==> src/rtl/cpu_test_pkg.sv <==
// cpu_test_pkg: shared state encoding and default parameters for the CPU run controller
package cpu_test_pkg;

  typedef enum logic [2:0] {
    IDLE,
    RST,
    RUN,
    HALT,
    TMO
  } state_e;

  localparam int DEF_PC_W         = 32;
  localparam int DEF_CNT_W        = 32;
  localparam int DEF_RESET_CYCLES = 2;
  localparam int DEF_HALT_REPEATS = 4;
  localparam int DEF_TIMEOUT      = 100000;

endpackage

==> src/rtl/pc_halt_detector.sv <==
// pc_halt_detector: flags a self-loop once the same fetch PC repeats HALT_REPEATS times in a row
module pc_halt_detector
  import cpu_test_pkg::*;
#(
  parameter int PC_W         = DEF_PC_W,
  parameter int HALT_REPEATS = DEF_HALT_REPEATS
) (
  input  logic            clk,
  input  logic            reset,
  input  logic            clear,
  input  logic            pc_valid,
  input  logic [PC_W-1:0] pc,
  output logic            halt
);

  localparam int REP_W = $clog2(HALT_REPEATS + 1);

  logic [PC_W-1:0]  last_pc_q;
  logic [REP_W-1:0] rep_q;
  logic             first_q;
  logic             hit;

  // The first fetch after a clear only loads last_pc, so a stale PC can never count as a repeat
  assign hit  = pc_valid && !first_q && pc == last_pc_q;
  assign halt = hit && rep_q == REP_W'(HALT_REPEATS - 1);

  // Track the current PC and how many consecutive times it has been fetched again
  always_ff @(posedge clk or posedge reset) begin
    if (reset) begin
      last_pc_q <= '0;
      rep_q     <= '0;
      first_q   <= 1'b1;
    end else if (clear) begin
      rep_q     <= '0;
      first_q   <= 1'b1;
    end else if (pc_valid) begin
      rep_q     <= hit ? rep_q + REP_W'(1) : '0;
      last_pc_q <= pc;
      first_q   <= 1'b0;
    end
  end

endmodule

==> src/rtl/cpu_run_controller.sv <==
// cpu_run_controller: holds the CPU in reset, releases it on start, counts the run and ends it on halt or timeout
module cpu_run_controller
  import cpu_test_pkg::*;
#(
  parameter int PC_W         = DEF_PC_W,
  parameter int CNT_W        = DEF_CNT_W,
  parameter int RESET_CYCLES = DEF_RESET_CYCLES,
  parameter int HALT_REPEATS = DEF_HALT_REPEATS,
  parameter int TIMEOUT      = DEF_TIMEOUT
) (
  input  logic             clk,
  input  logic             reset,
  input  logic             start,
  input  logic             pc_valid,
  input  logic [PC_W-1:0]  pc,
  output logic             cpu_reset,
  output logic             running,
  output logic             done,
  output logic             timeout,
  output logic [CNT_W-1:0] cycle_count,
  output logic [CNT_W-1:0] instr_count
);

  state_e           state_q, state_d;
  logic [CNT_W-1:0] rcnt_q, rcnt_d;
  logic [CNT_W-1:0] cyc_q, cyc_d;
  logic [CNT_W-1:0] ins_q, ins_d;
  logic             cpu_reset_q, running_q, done_q, timeout_q;
  logic             fetch, clear, halt;

  // Only fetches during RUN are observed; start is honoured only from the resting states
  assign fetch = pc_valid && state_q == RUN;
  assign clear = start && (state_q == IDLE || state_q == HALT || state_q == TMO);

  pc_halt_detector #(
    .PC_W        (PC_W),
    .HALT_REPEATS(HALT_REPEATS)
  ) u_halt (
    .clk     (clk),
    .reset   (reset),
    .clear   (clear),
    .pc_valid(fetch),
    .pc      (pc),
    .halt    (halt)
  );

  // Next-state logic: sequencing, reset down-counter and saturating run counters
  always_comb begin
    state_d = state_q;
    rcnt_d  = rcnt_q;
    cyc_d   = cyc_q;
    ins_d   = ins_q;
    case (state_q)
      IDLE, HALT, TMO: begin
        if (start) begin
          state_d = RST;
          rcnt_d  = CNT_W'(RESET_CYCLES - 1);
          cyc_d   = '0;
          ins_d   = '0;
        end
      end
      RST: begin
        if (rcnt_q == '0) state_d = RUN;
        else rcnt_d = rcnt_q - CNT_W'(1);
      end
      RUN: begin
        cyc_d = cyc_q + CNT_W'(~&cyc_q);
        ins_d = fetch ? ins_q + CNT_W'(~&ins_q) : ins_q;
        if (halt) state_d = HALT;
        else if (cyc_q == CNT_W'(TIMEOUT - 1)) state_d = TMO;
      end
      default: state_d = IDLE;
    endcase
  end

  // State, counters and status flags; flags decode the next state so outputs stay registered
  always_ff @(posedge clk or posedge reset) begin
    if (reset) begin
      state_q     <= IDLE;
      rcnt_q      <= '0;
      cyc_q       <= '0;
      ins_q       <= '0;
      cpu_reset_q <= 1'b1;
      running_q   <= 1'b0;
      done_q      <= 1'b0;
      timeout_q   <= 1'b0;
    end else begin
      state_q     <= state_d;
      rcnt_q      <= rcnt_d;
      cyc_q       <= cyc_d;
      ins_q       <= ins_d;
      cpu_reset_q <= state_d != RUN;
      running_q   <= state_d == RUN;
      done_q      <= state_d == HALT;
      timeout_q   <= state_d == TMO;
    end
  end

  assign cpu_reset   = cpu_reset_q;
  assign running     = running_q;
  assign done        = done_q;
  assign timeout     = timeout_q;
  assign cycle_count = cyc_q;
  assign instr_count = ins_q;

endmodule

==> config.mk <==
export PLATFORM = sky130hd
export DESIGN_NAME = cpu_run_controller
export DESIGN_NICKNAME = d
export VERILOG_FILES = /design/src/rtl/cpu_test_pkg.sv /design/src/rtl/pc_halt_detector.sv /design/src/rtl/cpu_run_controller.sv
export SDC_FILE = /design/constraint.sdc
export NUM_CORES = 1
export LEC_CHECK = 0
export CAP_MARGIN = 20
export CORE_MARGIN = 3
export CORE_UTILIZATION = 50
export CTS_CLUSTER_SIZE = 10
export DETAILED_ROUTE_END_ITERATION = 6
export PLACE_DENSITY = 0.86
export SYNTH_ARGS = -nofsm -noshare
export SYNTH_HDL_FRONTEND = slang
export SYNTH_HIERARCHICAL = 1
export SYNTH_SLANG_ARGS = --single-unit
==> constraint.sdc <==
create_clock -name clk -period 4.7 [get_ports clk]
set_input_delay 0.47 -clock clk [delete_from_list [all_inputs] [get_ports clk]]
set_output_delay 0.47 -clock clk [all_outputs]
set_load 0.05 [all_outputs]
# Yosys cells after proc, flatten, opt, wreduce, memory -nomap -nowiden

Cells that the tools add are included.

Multipliers: 0
Shift operators: 0
Add/sub/neg operators: 4
Reduce and logical (&&, ||, !) cells: 22
Equal/unequal tests: 14
Magnitude comparators: 0
Bitwise operators: 1
Muxes and demuxes: 17
Divide/modulo/power cells: 0

Operators by type and width:

| cell                                                                    | number |
|---|---|
| 32-bit case mux with 2 select lines                                     | 3 |
| 32-bit two-way mux                                                      | 4 |
| 32-bit by 1-bit adder with 32-bit output                                | 2 |
| 32-bit AND reduction                                                    | 2 |
| 32-bit by 17-bit == test with 1-bit output, second input constant       | 1 |
| 32-bit == test                                                          | 1 |
| 32-bit logical NOT                                                      | 1 |
| 32-bit by 1-bit subtractor with 32-bit output, second input constant    | 1 |
| 3-bit two-way mux                                                       | 7 |
| 3-bit by 2-bit == test with 1-bit output, second input constant         | 5 |
| 3-bit case mux with 3 select lines                                      | 1 |
| 3-bit == test, second input constant                                    | 2 |
| 2-bit inequality test, second input constant                            | 3 |
| 3-bit AND reduction                                                     | 2 |
| 2-bit nonzero test                                                      | 3 |
| 1-bit logical AND                                                       | 5 |
| 2-bit AND reduction                                                     | 2 |
| 3-bit by 1-bit adder with 3-bit output, second input constant           | 1 |
| 3-bit by 1-bit == test with 1-bit output, second input constant         | 1 |
| 1-bit logical NOT                                                       | 3 |
| 3-bit logical NOT                                                       | 1 |
| 3-bit by 2-bit inequality test with 1-bit output, second input constant | 1 |
| 3-bit OR reduction                                                      | 1 |
| 1-bit logical OR                                                        | 2 |
| 2 further kinds                                                         | 3 |

Memory bits (read-only): 0
Latch bits: 0
Memories: 0
Word-level logic and storage cells: 69
Bits in registers: 139
Bits in writable memories: 0

# Depth between registers and ports, before layout

Gate-level depths: netlist of the first run.

Word-level depth: 8
Gate-level depth with buffers: 12
Gate-level depth less buffers: 10

# Cells and area by module

The synthesis of the first run kept the hierarchy.

By module, submodules not included:

| module             | times used | area each (um2) | cells an instance | seq. area each (um2) |
|---|---|---|---|---|
| cpu_run_controller | 1          | 5,606.6         | 601               | 2,578.7 |
| pc_halt_detector   | 1          | 1,756.7         | 134               | 902.1 |

# Least setup slack after synthesis of the first run

No wires, ideal clock.

Kind: register to register
Start: reg ins_q[6], in the netlist instr_count[6]
End: reg ins_q[23], in the netlist instr_count[23]
Cell stages (with the launch flop): 12
Path buffers: 2
Clock period less this slack: 3.062 ns
Arrival time: 2.984 ns
Required time: 4.622 ns
Library setup time: 0.078 ns
Path slack: 1.638 ns
Cells stage by stage: dfrtp_1 and4_1 and4_1 clkbuf_1 and3_1 nand4_1 ha_1 and2_1 clkbuf_1 nand2_1 or4b_2 a21oi_1

Word-level cells in the longest chain between the ends: 5

Ends and longest elaborated chain:

| item                                         | line                     | RTL |
|---|---|---|
| start, declared                              | cpu_run_controller.sv:27 | `logic [CNT_W-1:0] ins_q, ins_d;` |
| start signal, assigned                       | cpu_run_controller.sv:91 | `ins_q <= ins_d;` |
| 32-bit AND reduction                         | cpu_run_controller.sv:68 | `ins_d = fetch ? ins_q + CNT_W'(~&ins_q) : ins_q;` |
| 1-bit logical NOT                            | cpu_run_controller.sv:68 |  |
| 32-bit by 1-bit adder with 32-bit output (*) | cpu_run_controller.sv:68 |  |
| 32-bit two-way mux (*)                       | cpu_run_controller.sv:68 |  |
| 32-bit case mux with 2 select lines (*)      | cpu_run_controller.sv:53 | `case (state_q)` |

Every way passes the cells marked *; elsewhere a longest branch is shown, timed or not. The select of a mux whose other input is x is not followed.
A chain may end at the register's enable or synchronous reset.

# Worst setup path in the final report of the first run

Start: reg cyc_q[8], in the netlist cycle_count[8]
End: reg cyc_q[28], in the netlist cycle_count[28]

Word-level cells in the longest chain between the ends: 4

Ends and longest elaborated chain:

| item                                         | line                     | RTL |
|---|---|---|
| start, declared                              | cpu_run_controller.sv:26 | `logic [CNT_W-1:0] cyc_q, cyc_d;` |
| start signal, assigned                       | cpu_run_controller.sv:90 | `cyc_q <= cyc_d;` |
| 32-bit AND reduction                         | cpu_run_controller.sv:67 | `cyc_d = cyc_q + CNT_W'(~&cyc_q);` |
| 1-bit logical NOT                            | cpu_run_controller.sv:67 |  |
| 32-bit by 1-bit adder with 32-bit output (*) | cpu_run_controller.sv:67 |  |
| 32-bit case mux with 2 select lines (*)      | cpu_run_controller.sv:53 |  |

Every way passes the cells marked *; elsewhere a longest branch is shown, timed or not.

==> qor.txt, run 1 <==
status -> complete, no violations
postcts setup bufs -> 0
initial antenna violation count -> 0
PD cells -> 469 nW/um^2
Worst-Margin Slew -> 0.926 ns
CTS buffer count -> 17
vias per cell -> 6.03
First-pass DRT Iterations -> 5
global-route wire length before repair -> 29.6 mm
Critical Path Source -> cycle_count[8]
cell count after synthesis -> 735
CP max-delay cell -> nor3_1
Max clock buf depth -> 2
largest family of logic cells by synthesized area -> simple AND/OR/NAND/NOR gates
Post-CTS Resized -> 0
layout cell share with drive strength beyond 1 -> 11.3%
Layout area overhead -> 25.2%
Non-Filler Instances -> 1029
period utilisation layout -> 66.1%
Routed Antenna Nets -> 0
Syn Nets -> 779
synthesized area -> 7360 sq um
Post-Route Utilization -> 65.1%
Core Box Area -> 14100 sq um
CP cell instances -> and3_1 -> nand4_1 -> nor4_1 -> nand2_1 -> ha_1 -> ha_1 -> nand4_1 -> nor3_1 -> nand3_1 -> mux2i_1
multi-input logic area -> 3690 sq um
Slew HR -> 38.3%
gr ovfl total -> 0
Worst Setup Start Kind -> register
RSZ-0062 raised after global routing -> false
register area -> 3480 sq um
average wire per standard cell -> 17.3 um
DP Worst Slack -> 1.42 ns
Worst-Skew Late Latency -> 0.42 ns
reg2reg end -> cycle_count[28]
Peak Freq -> 0.322 GHz
area fraction in compound gates after synthesis -> 11.1%
most numerous cell in the Yosys netlist -> dfrtp_1
largest net degree at the start of global routing -> 75
Yosys cell types -> 65
r2r startpoint -> cycle_count[8]
# port buffers -> 103
mux share of post-synthesis cell area -> 7.07%
Sink Count -> 139
count of flip-flops with a built-in enable after synthesis -> 0
initial core utilization -> 52.0%
Max VDD drop -> 0.324 mV
worst-path fanout max -> 8
Nets -> 880
sequential cell area fraction in the yosys report -> 47.3%
die width -> 127 um
vias in the first global route -> 5969
#FFs+latches synth -> 139
syn_area_per_cell -> 10.0 sq um
CTS root buffer -> clkbuf_16
Hold Path Class -> register to register
post-placement cell count -> 997
clk slew on worst S/H paths -> 0.06 ns
vias -> 6209
Synth Area in Simple Gates -> 25.0%
Filler cells -> 1094
routability congestion estimate -> 0.887
Required @ worst endpoint -> 5.02 ns
CP arrival -> 3.43 ns
H-tree depth -> 4
Final min period -> 3.11 ns
initial drt markers -> 513
DP Area -> 8550 sq um
Yosys top cell by area -> dfrtp_1
hold-fix buffers at CTS -> 0
ant diodes -> 0
count of final setup violators -> 0
share of async-settable or async-resettable flops after synthesis -> 100%
hold path start -> u_halt/rep_q[2]
CTS tree -> built
post-route design area -> 9220 sq um
DRT Wirelength -> 17.8 mm
synth warn -> 6
synth top area cells -> dfrtp_1, mux2_2, nand2_1, xnor2_1, nand4_1
Synth top cells by count -> dfrtp_1, nand2_1, a21oi_1, o21ai_0
share of the synthesized area in the top cell type -> 46.6%
Hold Path Depth -> 2
XOR/XNOR share of the synthesized area -> 5.59%
dominant synthesized flop cell -> dfrtp_1
# rows -> 43
final worst setup slack -> 1.59 ns
setup total negative slack -> 0 ns
Hold Slack -> 0.484 ns
overall power -> 4.32 mW
Hold Vio Cnt, Final -> 0
All-Layer GR Usage -> 22.5%
Worst Reg-to-Reg Cells -> 10
Crit. End Element -> register
Reg2Reg Setup Slack -> 1.59 ns
Post-route DRC -> 0
Post-Synth Adder-Cell Area -> 1.36%
Pleak -> 3.88 nW
I/O pin count -> 104
Max-cap violations -> 0
HPWL after detailed placement -> 12.2 mm
Final Skew -> 0.0103 ns
critical path type -> register to register
Slew Limit Fails -> 0
hold path endpoint -> u_halt/rep_q[2]
max incr delay on CP -> 0.62 ns
die area -> 16200 sq um
Die Y -> 127 um
## report_power, final
part	internal (mW)	switching, mW	leakage [nW]
registers	1.40	0.216	1.90
logic	0.508	0.701	1.66
clock network	0.985	0.506	0.321
## worst max-delay path by stage
| stage | to | slack [ns] |
|---|---|---|
| after floorplan | cycle_count[0] | 1.53 |
| after detailed placement | instr_count[20] | 1.42 |
| after CTS | cycle_count[28] | 1.71 |
| final | cycle_count[28] | 1.59 |
| after global routing | cycle_count[28] | 1.36 |
| after global placement | instr_count[20] | 1.50 |
## cell families (layout without fill, tap and decap cells)
family | Yosys count | count (layout)
compound gates | 134 | 134
fa+ha+maj | 8 | 8
buf+inv | 44 | 158
simple gates | 315 | 315
mux | 48 | 48
xor+xnor | 47 | 47
flops | 139 | 139
## worst max-delay path, delay by kind of cell, from the launching register on
family / cells / cell delay, ns
adder cells (fa/ha/maj): 2 / 0.48
multiplexers: 1 / 0.25
AND/OR/NAND/NOR: 7 / 1.83
flip-flops: 1 / 0.45
## metal layers
| layer | vias to the layer above | track usage, % | wire (um) |
|---|---|---|---|
| met5 | - | 0 | 0 |
| met4 | 0 | 10.2 | 530 |
| met3 | 40 | 5.64 | 1120 |
| met2 | 202 | 36.2 | 8830 |
| met1 | 3017 | 28.9 | 7320 |
| li1 | 2950 | - | - |
## final cells by class
class / instances / area share (%)
Multi-Input combinational cell: 552 / 40.1
Sequential cell: 139 / 37.8
Timing Repair Buffer: 112 / 11.9
Clock buffer: 22 / 5.14
Tap cell: 180 / 2.44
Clock inverter: 10 / 2.05
Inverter: 14 / 0.597
## registers in the layout, indices dropped and copies added, names as in the netlist
name,cells
done,1
state_q,3
u_halt/rep_q,3
instr_count,32
cpu_reset,1
cycle_count,32
timeout,1
running,1
rcnt_q,32
u_halt/last_pc_q,32
u_halt/first_q,1
## layout by cell type, fill, tap and decap left out, types with 7 or more instances in the layout
| master | instances |
|---|---|
| mux2i_1 | 16 |
| and4_1 | 7 |
| a21oi_1 | 39 |
| and3_1 | 11 |
| inv_1 | 12 |
| nor2_1 | 37 |
| nand3_1 | 38 |
| or3_1 | 28 |
| nor4_1 | 15 |
| or4_1 | 21 |
| clkdlybuf4s50_1 | 103 |
| dfrtp_1 | 137 |
| o31ai_1 | 22 |
| nand4_1 | 37 |
| o21ai_0 | 39 |
| o211ai_1 | 11 |
| xor2_1 | 19 |
| mux2_2 | 32 |
| clkbuf_16 | 17 |
| ha_1 | 8 |
| and2_1 | 7 |
| buf_4 | 9 |
| xnor2_1 | 28 |
| nand2_1 | 68 |
| nor3_1 | 8 |
(Power assumes the default switching activity.)
==> inputs of run 2 (changes only) <==
- PLACE_DENSITY: 0.86 -> 0.89
- clock period: 4.7 -> 2.7 ns (I/O delays scaled with it)
==> qor.txt, run 2 (same netlist as run 1, synthesis figures left out) <==
CP cell instances -> and4_1 -> and4_1 -> and3_1 -> nand4_1 -> ha_1 -> and2_1 -> nand2_2 -> or4b_2 -> a21oi_1 (was and3_1 -> nand4_1 -> nor4_1 -> nand2_1 -> ha_1 -> ha_1 -> nand4_1 -> nor3_1 -> nand3_1 -> mux2i_1)
initial core utilization -> 52.0% (unchanged)
Crit. End Element -> register (unchanged)
DRT Wirelength -> 18.2 mm (was 17.8 mm)
count of final setup violators -> 0 (unchanged)
I/O pin count -> 104 (unchanged)
gr ovfl total -> 0 (unchanged)
layout cell share with drive strength beyond 1 -> 16.8% (was 11.3%)
average wire per standard cell -> 17.1 um (was 17.3 um)
Pleak -> 4.01 nW (was 3.88 nW)
die area -> 16200 sq um (unchanged)
largest net degree at the start of global routing -> 62 (was 75)
max incr delay on CP -> 0.66 ns (was 0.62 ns)
# port buffers -> 103 (unchanged)
CP arrival -> 2.92 ns (was 3.43 ns)
vias -> 6441 (was 6209)
vias in the first global route -> 6175 (was 5969)
Max clock buf depth -> 2 (unchanged)
global-route wire length before repair -> 30.2 mm (was 29.6 mm)
First-pass DRT Iterations -> 5 (unchanged)
multi-input logic area -> 3720 sq um (was 3690 sq um)
most frequent cell on the critical path -> and4_1
Worst-Skew Late Latency -> 0.42 ns (about the same)
commonest non-fill, non-tap cell in the layout -> dfrtp_1 (unchanged)
setup total negative slack -> 0 ns (unchanged)
# rows -> 43 (unchanged)
global route hottest layer -> met2 (unchanged)
All-Layer GR Usage -> 22.8% (was 22.5%)
most frequent cells in the layout -> dfrtp_1, clkdlybuf4s50_1, nand2_1 (was dfrtp_1, clkdlybuf4s50_1, nand2_1, o21ai_0, a21oi_1)
period utilisation layout -> 95.7% (was 66.1%)
Final min period -> 2.58 ns (was 3.11 ns)
Die Y -> 127 um (unchanged)
Nets -> 914 (was 880)
critical path type -> register to register (unchanged)
status -> complete, no violations (unchanged)
met1 Usage GRT -> 28.7% (was 28.9%)
H-tree depth -> 4 (unchanged)
met3 Usage GRT -> 6.61% (was 5.64%)
Non-Filler Instances -> 1063 (was 1029)
ant diodes -> 0 (unchanged)
Routed Antenna Nets -> 0 (unchanged)
post-placement cell count -> 1029 (was 997)
CP max-delay cell -> or4b_2 (was nor3_1)
HPWL after detailed placement -> 12.5 mm (was 12.2 mm)
Largest delay share family, worst path -> simple AND/OR/NAND/NOR gates (unchanged)
CTS tree -> built (unchanged)
Worst-Margin Slew -> 0.564 ns (was 0.926 ns)
Layout area overhead -> 28.8% (was 25.2%)
Slew Limit Fails -> 0 (unchanged)
Final Skew -> 0.00898 ns (was 0.0103 ns)
worst-path fanout max -> 7 (was 8)
die width -> 127 um (unchanged)
RSZ-0062 raised after global routing -> false (unchanged)
CTS buffer count -> 17 (unchanged)
initial antenna violation count -> 0 (unchanged)
Sink Count -> 139 (unchanged)
Hold Vio Cnt, Final -> 0 (unchanged)
PD cells -> 776 nW/um^2 (was 469 nW/um^2)
clk slew on worst S/H paths -> 0.06 ns (about the same)
Required @ worst endpoint -> 3.04 ns (was 5.02 ns)
Post-route DRC -> 0 (unchanged)
routability congestion estimate -> 0.898 (was 0.887)
Hold Path Class -> input port to async pin (was register to register)
register area -> 3500 sq um (was 3480 sq um)
Max-cap violations -> 0 (unchanged)
Worst Setup Start Kind -> register (unchanged)
met2 usage -> 37.7% (was 36.2%)
Filler cells -> 1018 (was 1094)
Core Box Area -> 14100 sq um (unchanged)
Slew HR -> 62.3% (was 38.3%)
initial drt markers -> 571 (was 513)
Peak Freq -> 0.387 GHz (was 0.322 GHz)
CTS root buffer -> clkbuf_16 (unchanged)
WP buf/inv -> 0 (unchanged)
vias per cell -> 6.06 (was 6.03)
Max VDD drop -> 0.533 mV (was 0.324 mV)
-- run 2: cell count changes in the layout (fill, tap and decap cells not counted), moves of 4 or more --
| cell | change |
|---|---|
| dfrtp_2 | +12 |
| clkinv_2 | +5 |
| dfrtp_1 | -12 |
| buf_12 | +4 |
| buf_4 | +30 |
-- run 2: final timing paths --
kind | from | endpoint | slack [ns] | cells after the start
min in group clk | u_halt/rep_q[0] | u_halt/rep_q[0] | 0.48 | 1
hold / removal | reset | instr_count[13] | 0.19 | 2
setup reg to reg | instr_count[6] | instr_count[23] | 0.12 | 9
setup / recovery | instr_count[6] | instr_count[23] | 0.12 | 9
max in group asynchronous | reset | cpu_reset | 1.89 | 3
hold reg to reg | u_halt/rep_q[0] | u_halt/rep_q[0] | 0.48 | 1
-- run 2: metal layers --
metal  up-vias  part of all wire (%)  wire length, um
met5         -                     0                0
met4         0                   2.3              414
met3        51                   6.4             1170
met2       244                    50             9190
met1      3134                    41             7430
li1       3012                     -                -
-- run 2: stage by stage --
step | total power [mW] | area (sq um) | util [%] | setup WS, ns | hold slack (ns)
final | 7.36 | 9480 | 67.0 | 0.117 | 0.186
after global routing | 7.78 | 9480 | 67.0 | 0.00377 | 0.216
after CTS | 7.37 | 9450 | 66.8 | 0.0881 | 0.182
after detailed placement | 5.06 | 8870 | 62.7 | 0.0897 | 0.478
after global placement | 4.98 | 8870 | 62.7 | 0.117 | 0.472
after floorplan | 4.38 | 7380 | - | -0.136 | 0.375
-- run 2: cell type report --
cell class              instances  area share, %
inverters                      14          0.594
flip-flops and latches        139           36.9
repair buffers                146           14.8
well taps                     180           2.38
clock inverters                12           1.28
clock buffers                  20           4.82
multi-input cells             552           39.3
-- run 2: report_power, final --
| group | internal [mW] | total, mW | switching [mW] |
|---|---|---|---|
| clock network | 1.40 | 2.28 | 0.877 |
| logic | 1.01 | 2.27 | 1.26 |
| registers | 2.45 | 2.81 | 0.365 |
-- run 2: what timing repair did --
item	CTS	global route
setup buffers	0	2
hold buffers	0	0
endpoints found under the setup margin	0	10
gates resized for setup	0	6
==> inputs of run 3 (changes only) <==
- CAP_MARGIN: 20 -> 15
==> results of run 3 <==
The final DEF is identical to that of run 2; final timing and power are the same.
